--- config.mk ---
export PLATFORM = sky130hd
export DESIGN_NAME = fetch_unit
export DESIGN_NICKNAME = d
export VERILOG_FILES = /design/src/rtl/fetch_pkg.sv /design/src/rtl/fetch_unit.sv
export SDC_FILE = /design/constraint.sdc
export NUM_CORES = 1
export LEC_CHECK = 0
export ABC_AREA = 1
export CORE_UTILIZATION = 41
export DETAILED_ROUTE_END_ITERATION = 6
export PLACE_DENSITY = 0.75
export RECOVER_POWER = 100
export REMOVE_ABC_BUFFERS = 1
export SYNTH_ARGS = -nofsm -noshare
export SYNTH_HDL_FRONTEND = slang
export SYNTH_SLANG_ARGS = --single-unit
--- constraint.sdc ---
create_clock -name clk -period 2.4 [get_ports clk]
set_clock_uncertainty 0.2 [all_clocks]
set_input_delay 0.48 -clock clk [delete_from_list [all_inputs] [get_ports clk]]
set_output_delay 0.48 -clock clk [all_outputs]
set_load 0.05 [all_outputs]
--- src/rtl/fetch_pkg.sv ---
// Shared definitions for the instruction fetch unit: default widths and FSM states.
package fetch_pkg;

  localparam int AW_DEF = 8;
  localparam int IW_DEF = 16;

  typedef enum logic [1:0] {
    S_START = 2'd0,
    S_FETCH = 2'd1,
    S_DRAIN = 2'd2,
    S_ISSUE = 2'd3
  } fetch_state_t;

endpackage

--- src/rtl/fetch_unit.sv ---
// Instruction fetch FSM: reads program memory at the external PC, holds the result in ir
// until downstream takes it, and handles redirects including one in flight to memory.
module fetch_unit
  import fetch_pkg::*;
#(
  parameter int AW = AW_DEF,
  parameter int IW = IW_DEF
) (
  input  logic          clk,
  input  logic          clr,
  input  logic [AW-1:0] pc_q,
  output logic [AW-1:0] pc_d,
  output logic          mem_req,
  output logic [AW-1:0] mem_addr,
  input  logic          mem_ack,
  input  logic [IW-1:0] mem_rdata,
  output logic [IW-1:0] ir,
  output logic          ir_valid,
  input  logic          ir_ready,
  input  logic          br_take,
  input  logic [AW-1:0] br_target
);

  fetch_state_t  state_q, state_d;
  logic [AW-1:0] addr_q, addr_d;
  logic [IW-1:0] ir_q, ir_d;
  logic          load_addr;

  always_comb begin
    state_d   = state_q;
    addr_d    = addr_q;
    ir_d      = ir_q;
    pc_d      = pc_q;
    load_addr = 1'b0;
    case (state_q)
      S_START: begin
        pc_d      = br_take ? br_target : '0;
        state_d   = S_FETCH;
        load_addr = 1'b1;
      end
      S_FETCH: begin
        if (br_take) begin
          pc_d = br_target;
          if (mem_ack) begin
            state_d   = S_FETCH;
            load_addr = 1'b1;
          end else begin
            state_d = S_DRAIN;
          end
        end else if (mem_ack) begin
          ir_d    = mem_rdata;
          pc_d    = pc_q + AW'(1);
          state_d = S_ISSUE;
        end
      end
      // The outstanding read still belongs to the old address; wait it out with addr held.
      S_DRAIN: begin
        if (br_take) pc_d = br_target;
        if (mem_ack) begin
          state_d   = S_FETCH;
          load_addr = 1'b1;
        end
      end
      S_ISSUE: begin
        if (br_take) begin
          pc_d      = br_target;
          state_d   = S_FETCH;
          load_addr = 1'b1;
        end else if (ir_ready) begin
          state_d   = S_FETCH;
          load_addr = 1'b1;
        end
      end
      default: state_d = S_START;
    endcase
    if (load_addr) addr_d = pc_d;
    // Drives the external PC to zero on the reset edge as well.
    if (!clr) pc_d = '0;
  end

  always_ff @(posedge clk) begin
    if (!clr) begin
      state_q <= S_START;
      addr_q  <= '0;
      ir_q    <= '0;
    end else begin
      state_q <= state_d;
      addr_q  <= addr_d;
      ir_q    <= ir_d;
    end
  end

  assign mem_req  = (state_q == S_FETCH) || (state_q == S_DRAIN);
  assign mem_addr = addr_q;
  assign ir       = ir_q;
  assign ir_valid = (state_q == S_ISSUE);

endmodule
==> flow_metrics.tcl, run 1 <==
set metrics [dict create \
    wl_per_cell_um 14.4 \
    seqPwrFrac 0.301 \
    crit_start "state_q[0]" \
    synth_compound_area_frac 0.184 \
    hp-class "flop to flop" \
    endpoint "pc_d[2]" \
    antenna_found_initial 0 \
    grt_pass1_vias 1902 \
    setup_viol 6 \
    cpPeakStageDelay_ps 400 \
    area_growth_syn_to_layout_pct 93.1 \
    grt_pass1_wl_um 8670 \
    path_clk_slew_ps 90 \
    drt_wl_total_um 5820 \
    cp_common_cell "nor2_2" \
    cts_root_buf "clkbuf_8" \
    dieArea_um2 4060 \
    num_rows 22 \
    synthCells 239 \
    clock_latency_ps 260 \
    fin_util 0.824 \
    core_area_um2 3660 \
    end_kind "output pin" \
    cap_violations 0 \
    switching_share 0.397 \
    place.gp.congestion 0.861 \
    drt_pass1_iterations 5 \
    drc 0 \
    cts_tree "built" \
    r2r-end "mem_addr[3]" \
    cts_buffers 3 \
    final_hold_viol_count 0 \
    cp_cell_sequence "inv_4 -> ha_4 -> nor2_4 -> inv_2 -> nor2_2 -> o21ai_2 -> o211ai_1 -> nor2_2 -> buf_12" \
    synth_simple_gate_area_frac 0.341 \
    rsz0062_at_grt "yes" \
    fin_crit_ps 2470 \
    ys_warn_count 0 \
    p_leak_uw 0.00132 \
    r2r-start "state_q[1]" \
    cts-htree-levels 1 \
    die_w_um 63.7 \
    p_clk_frac 0.167 \
    setup_ws_ps -74.9 \
    final.setup.tns_ps -191 \
    worst_pin_slew_ps 605 \
    synth_ff_type "dfxtp_1" \
    die_h_um 63.7 \
    dp_hpwl_um 3550 \
    worst_ep_arrival_time_ps 1790 \
    clock-sinks 26 \
    cp.required_ps 1720 \
    synth_top_family_by_area "simple AND/OR/NAND/NOR gates" \
    fmax_mhz 404 \
    synth_xor_area_frac 0 \
    drt-vias-per-instance 5.18 \
    ys_seq_elements 26 \
    synth_edf_count 0 \
    grtUsageTotal 0.267 \
    via_count 2094 \
    p_comb_frac 0.532 \
    async_flop_share 0 \
    switchingPower_uw 665 \
    crit_fanout 6 \
    nets 399 \
    synth.area.mux_share 0 \
    crit_type "flop to output pin" \
    reg2reg_depth 15 \
    r2r_slack_ps 40 \
    grt_overflow 0 \
    synthDistinctLibCells 31 \
    num_antenna_cells 0 \
    synth.avg_cell_area_um2 6.54 \
    portBuffers 70 \
    slew_violations 0 \
    ant_nets 0 \
    powerDensity_nw_per_um2 555 \
    final_layout_size_suffix_gt1_frac 0.362 \
    start_util 0.427 \
    total_power_uw 1670 \
    hold_slack_ps 324 \
    synth_fa_ha_area_frac 0.0400 \
    peakVddDrop_v 0.000616 \
    yosysSeqAreaShare 0.333 \
    status "complete, but fails checks" \
    ioPinCount 71 \
    drt-initial-drc-count 75 \
    fin_crit_sh 1.03 \
    fillCellCount 230 \
    intPower_uw 1010 \
    violations "setup timing" \
    netlist_area_um2 1560 \
    slowest_stage "dfxtp_4" \
    slew_headroom 0.597 \
    grt_max_degree 21 \
    clk_path_buf_depth 2 \
    startpoint_type "flop" \
]
-- stage by stage --
stage,worst slack (ps),std cells,area (µm²)
after floorplan,-426,227,1490
after global placement,-360,374,2550
after detailed placement,-411,374,2550
after CTS,-51.3,397,2880
after global routing,-159,404,3020
final,-74.9,404,3020
-- flip-flops by register name (all words and copies together) (netlist names) --
register  count
state_q       2
mem_addr      8
ir           16
-- synth_stat cells (2+ instances only) --
library cell,count,area (µm²)
nand3_1,17,85.1
o21ai_1,8,40.0
nand2_1,33,124
o21ai_0,23,115
ha_1,5,62.6
nor2_1,54,203
buf_6,2,22.5
nor2_4,2,22.5
buf_2,4,20.0
nor3_1,3,15.0
inv_2,4,15.0
o22ai_1,2,12.5
nand2_2,3,18.8
inv_1,17,63.8
a21oi_1,13,65.1
dfxtp_1,26,521
a211oi_1,2,15.0
buf_4,3,22.5
nand3_2,2,20.0
nor2_2,3,18.8
clkbuf_1,3,11.3
-- metal layers --
| metal | global-route usage | vias up | wire length, µm |
|---|---|---|---|
| li1 | - | 1009 | - |
| met1 | 0.316 | 974 | 2230 |
| met3 | 0.0554 | 18 | 370 |
| met4 | 0.0455 | 0 | 140 |
| met5 | 0 | - | 0 |
| met2 | 0.493 | 93 | 3080 |
-- kinds of logic (layout without fill, tap and decap cells) --
kind of cell,after synthesis,in the layout
compound gates,53,53
fa+ha+maj,5,5
buf+inv,34,151
flops,26,26
simple gates,121,121
-- how the worst min path moves through the flow --
stage	start	to	slack, ps	depth (start not counted)
after global placement	ir[6]	ir[6]	290	2
final	ir[15]	ir[15]	320	2
after CTS	mem_addr[3]	mem_addr[3]	320	2
after global routing	ir[3]	ir[3]	350	2
after floorplan	state_q[0]	state_q[0]	270	2
after detailed placement	ir[8]	ir[8]	300	2
-- area by class of cell --
type	instances	area, µm²	area share
inverters	22	98.8	0.0328
well taps	48	60.1	0.0199
flip-flops and latches	26	528	0.175
multi-input cells	179	1090	0.360
repair buffers	125	1190	0.394
clock buffers	4	55.1	0.0182
-- timing repair --
action	CTS	global route
setup buffers	19	8
pin swaps	22	24
gates resized for setup	60	28
hold buffers	0	0
endpoints found under the setup margin	8	9
-- worst max-delay path: cells and delay by family, from the launching register on --
family / cells / cell delay, ps
flops: 1 / 400
simple gates: 3 / 400
buf+inv: 3 / 310
compound gates: 2 / 240
fa+ha+maj: 1 / 160
-- power by group through the flow --
stage | Clock [µW] | Sequential, µW | Combinational [µW]
3_3_place_gp | 0 | 505 | 715
4_1_cts | 281 | 503 | 819
5_1_grt | 300 | 509 | 938
6_report | 280 | 504 | 890
2_1_floorplan | 0 | 640 | 256
3_5_place_dp | 0 | 506 | 723
-- cells in the final DEF, fill, tap and decap left out, types with 3 or more instances in the layout --
cell type        synthesis  layout
ha_4                     0       4
nor2_1                  54      47
buf_4                    3      48
buf_6                    2       5
buf_12                   0       9
nand3_2                  2       5
o21ai_0                 23      22
a21oi_2                  1       6
dfxtp_1                 26      24
dlygate4sd2_1            0       6
a21oi_1                 13       5
nor2_4                   2       4
o21ai_1                  8       7
inv_2                    4       3
nand2_1                 33      29
inv_4                    0       5
nand2_2                  3       6
clkdlybuf4s50_1          0      50
nand3_1                 17      14
inv_1                   17      12
clkbuf_8                 0       4
nor3_1                   3       3
nor2_2                   3       8
a21oi_4                  0       3
Power figures use the tool's default switching activity.
==> inputs of run 2 (changes only) <==
--- a/config.mk
+++ b/config.mk
@@ -14,3 +14,4 @@
 export SYNTH_ARGS = -nofsm -noshare
 export SYNTH_HDL_FRONTEND = slang
 export SYNTH_SLANG_ARGS = --single-unit
+export TNS_END_PERCENT = 30
==> run 2 against run 1 <==
Critical endpoint unchanged. The run still ends with setup timing left. Cell area is 4.0% lower. Highest routed layer unchanged. Largest cell class unchanged. Sequential cell count stayed put. Final cell count is 1.2% lower. Via count is 4.6% lower. Critical path type unchanged. Largest power group unchanged. Critical path depth stayed put.
==> flow_metrics.tcl, run 2 (synthesis results as in run 1) <==
set metrics [dict create \
    drt_pass1_iterations 4 \
    drt-initial-drc-count 60 \
    place.gp.congestion 0.861 \
    final_layout_size_suffix_gt1_frac 0.325 \
    final_hold_viol_count 0 \
    powerDensity_nw_per_um2 552 \
    largest_reg_flops 16 \
    drc 0 \
    ioPinCount 71 \
    status "complete, but fails checks" \
    via_count 1997 \
    crit_type "flop to output pin" \
    ctsHoldBuffers 0 \
    final_cells 399 \
    grt_pass1_vias 1892 \
    final.setup.tns_ps -178 \
    ant_nets 0 \
    final_common_cell "nor2_1" \
    antenna_found_initial 0 \
    rsz0062_at_grt "yes" \
    met3_wirelength_um 294 \
    grt_overflow 0 \
    grt_max_degree 21 \
    worst_pin_slew_ps 720 \
    slowest_stage "dfxtp_4" \
    slew_violations 0 \
    nets 394 \
    core_area_um2 3660 \
    start_util 0.427 \
    slew_headroom 0.520 \
    peakVddDrop_v 0.000591 \
    setup_viol 9 \
    startpoint_type "flop" \
    cap_violations 0 \
    p_leak_uw 0.00134 \
    path_clk_slew_ps 80 \
    fin_crit_ps 2470 \
    worst_ep_arrival_time_ps 1790 \
    met1_length_um 2240 \
    dp_hpwl_um 3550 \
    crit_fanout 6 \
    num_rows 22 \
    dieArea_um2 4060 \
    end_kind "output pin" \
    grt_pass1_wl_um 8630 \
    setup_ws_ps -69.9 \
    clock_latency_ps 270 \
    fin_crit_sh 1.03 \
    violations "setup timing" \
    num_antenna_cells 0 \
    holdPathStages 2 \
    cts_buffers 3 \
    die_w_um 63.7 \
    fmax_mhz 405 \
    met2_length_um 2720 \
    cpPeakStageDelay_ps 380 \
    cts-htree-levels 1 \
    grtUsageTotal 0.265 \
    hp-class "flop to flop" \
    pre_cts_slack_ps -411 \
    portBuffers 70 \
    die_h_um 63.7 \
    cp.required_ps 1720 \
    wl_per_cell_um 13.3 \
    clock-sinks 26 \
    cp_cell_sequence "inv_4 -> ha_4 -> inv_4 -> nor2_1 -> o21ai_1 -> o21ai_2 -> o211ai_1 -> nor2_2 -> buf_12" \
    cts_root_buf "clkbuf_8" \
    highest_layer "met4" \
    drt-vias-per-instance 5.01 \
    area_growth_syn_to_layout_pct 85.3 \
    cts_tree "built" \
    drt_wl_total_um 5330 \
    layout_common_cells "nor2_1 (48), buf_4 (46), nand2_1 (30)" \
    clk_path_buf_depth 2 \
    cp_common_cell "inv_4" \
    post-place-cells 374 \
    reg2reg_depth 16 \
    fin_util 0.791 \
]
run 2: area by class of cell:
class                      count  area, µm²
fill                         263        764
timing repair buffer         120       1120
sequential                    26        528
clock buffer                   4       55.1
tap                           48       60.1
inverter                      22       95.1
multi-input combinational    179       1040
run 2: path summary, 6_finish.rpt:
kind / slack (ps) / end / start
worst min-delay path: 310 / mem_addr[3] / mem_addr[3]
worst min register to register: 310 / mem_addr[3] / mem_addr[3]
worst max register to register: 10 / mem_addr[5] / state_q[1]
worst max-delay path: -70 / pc_d[2] / state_q[1]
run 2: power by group:
part	internal [µW]	switching, µW
Clock	147	131
Sequential	475	27.1
Combinational	344	475
run 2: per-layer routing:
metal | track usage | vias to the layer above
met5 | 0 | -
met4 | 0.0426 | 0
li1 | - | 1001
met3 | 0.0536 | 6
met2 | 0.496 | 68
met1 | 0.311 | 922
run 2: worst max-delay path: cells and delay by family (launching register included):
kind                     cells  cell delay, ps
AO/OA/AOI/OAI                3             410
flip-flops                   1             380
AND/OR/NAND/NOR              2             260
buffers and inverters        3             290
adder cells (fa/ha/maj)      1             180
run 2: what timing repair did:
action	CTS	global route
pin swaps	20	13
resized for setup	59	15
setup endpoints to repair	8	9
buffers inserted	19	2
run 2: per-stage QoR:
step	hold WS, ps	total power (µW)	cell area [µm²]
CTS	319	1600	2900
detailed placement	303	1230	2550
global route	340	1680	2900
global placement	292	1220	2550
finish	312	1600	2900
floorplan	273	896	1490
==> inputs of run 3 (changes only) <==
--- a/config.mk
+++ b/config.mk
@@ -6,7 +6,8 @@
 export NUM_CORES = 1
 export LEC_CHECK = 0
 export ABC_AREA = 1
-export CORE_UTILIZATION = 41
+export CORE_UTILIZATION = 39
+export CTS_BUF_LIST = sky130_fd_sc_hd__clkbuf_4
 export DETAILED_ROUTE_END_ITERATION = 6
 export PLACE_DENSITY = 0.75
 export RECOVER_POWER = 100
==> constraint.sdc (replaced) <==
create_clock -name clk -period 2.1 [get_ports clk]
set_clock_uncertainty 0.2 [all_clocks]
set_input_delay 0.42 -clock clk [delete_from_list [all_inputs] [get_ports clk]]
set_output_delay 0.42 -clock clk [all_outputs]
set_load 0.05 [all_outputs]
==> run 3 against run 2 <==
The run still ends with setup timing left. Sequential cell count stayed put. Cell area is 2.3% higher. Die area is 5.0% higher. Largest cell class unchanged.
==> flow_metrics.tcl, run 3 (synthesis results as in run 1) <==
set metrics [dict create \
    ctsHoldBuffers 0 \
    final_hold_viol_count 0 \
    slew_headroom 0.589 \
    fin_crit_sh 1.21 \
    crit_type "flop to output pin" \
    largest_reg_flops 16 \
    cpPeakStageDelay_ps 380 \
    grt_pass1_wl_um 8700 \
    fmax_mhz 392 \
    pre_cts_slack_ps -558 \
    clock-sinks 26 \
    cts_tree "built" \
    layout_common_cells "buf_4 (51), nor2_1 (48), nand2_1 (29)" \
    antenna_found_initial 0 \
    post-place-cells 387 \
    final_common_cell "buf_4" \
    start_util 0.417 \
    core_area_um2 3740 \
    status "complete, but fails checks" \
    cp.required_ps 1480 \
    worst_pin_slew_ps 619 \
    p_leak_uw 0.00135 \
    cts-htree-levels 1 \
    dp_hpwl_um 3620 \
    portBuffers 70 \
    hp-class "flop to flop" \
    violations "setup timing" \
    slew_violations 0 \
    setup_ws_ps -450 \
    final_cells 413 \
    cp_num_buf_inv 3 \
    grt_max_degree 21 \
    ant_nets 0 \
    drt-initial-drc-count 117 \
    slowest_stage "dfxtp_4" \
    setup_viol 11 \
    die_w_um 65.3 \
    end_kind "output pin" \
    fin_util 0.792 \
    grt_overflow 0 \
    clk_path_buf_depth 2 \
    grt_pass1_vias 1982 \
    crit_fanout 5 \
    dieArea_um2 4260 \
    drc 0 \
    powerDensity_nw_per_um2 608 \
    final_layout_size_suffix_gt1_frac 0.353 \
    fin_crit_ps 2550 \
    nets 408 \
    cp_cell_sequence "buf_12 -> ha_4 -> nor2_4 -> inv_2 -> a21oi_1 -> o21ai_1 -> nand3_1 -> nor2_2 -> buf_12" \
    path_clk_slew_ps 130 \
    clock_latency_ps 320 \
    via_count 2096 \
    rsz0062_at_grt "yes" \
    ioPinCount 71 \
    cap_violations 0 \
    num_rows 22 \
    cp_common_cell "buf_12" \
    drt_wl_total_um 5800 \
    area_growth_syn_to_layout_pct 89.7 \
    cts_buffers 3 \
    num_antenna_cells 0 \
    hold_slack_ps 334 \
    r2r_slack_ps -310 \
    drt_pass1_iterations 4 \
    peakVddDrop_v 0.000482 \
    die_h_um 65.3 \
    worst_ep_arrival_time_ps 1930 \
    cp_top_family "buffers and inverters" \
    place.gp.congestion 0.908 \
    startpoint_type "flop" \
    drt-vias-per-instance 5.08 \
    grtUsageTotal 0.259 \
    wl_per_cell_um 14.0 \
    cts_root_buf "clkbuf_4" \
]
-- run 3: path summary, 6_finish.rpt --
path,start,end,depth (start not counted)
setup / recovery,state_q[0],pc_d[4],9
hold / removal,ir[10],ir[10],2
setup reg to reg,state_q[0],mem_addr[3],15
hold reg to reg,ir[10],ir[10],2
-- run 3: through the flow --
stage	area [µm²]	setup TNS, ps	total power [µW]
final	2960	-3730	1800
after detailed placement	2640	-4000	1450
after global routing	2960	-4910	1890
after global placement	2640	-3940	1440
after floorplan	1490	-4840	1020
after CTS	2980	-2720	1780
-- run 3: worst register-to-register path: stages, from the launching register on --
cell      delay, ps
dfxtp_4         390
buf_12          110
ha_4            180
inv_6            50
buf_4           130
nand3_2          70
a21boi_2        180
o21ai_2          90
buf_4           140
buf_4           120
buf_4           120
buf_4           120
buf_4           120
buf_4           120
buf_4           120
a21oi_2         110
-- run 3: report_power, final --
part           internal (µW)  leakage [µW]  switching, µW
Combinational            441       0.00112            576
Clock                   69.7     0.0000154            145
Sequential               543      0.000214           27.3
-- run 3: layout make-up --
cell class	instances	area, µm²
clock buffers	3	22.5
multi-input cells	179	1060
inverters	22	92.6
well taps	48	60.1
clock inverters	1	3.75
flip-flops and latches	26	526
repair buffers	134	1200
fillers	267	779
-- run 3: repair_timing --
action / CTS / global route
setup buffers: 17 / 5
resized for setup: 63 / 23
pin swaps: 17 / 14
setup endpoints to repair: 13 / 15
-- run 3: metal layers --
layer  global-route usage  up-vias  wire length (µm)
li1                     -     1024                 -
met1                0.304      973              2390
met2                0.466       76              2960
met3               0.0538       23               277
met4               0.0788        0               165
met5                    0        -                 0
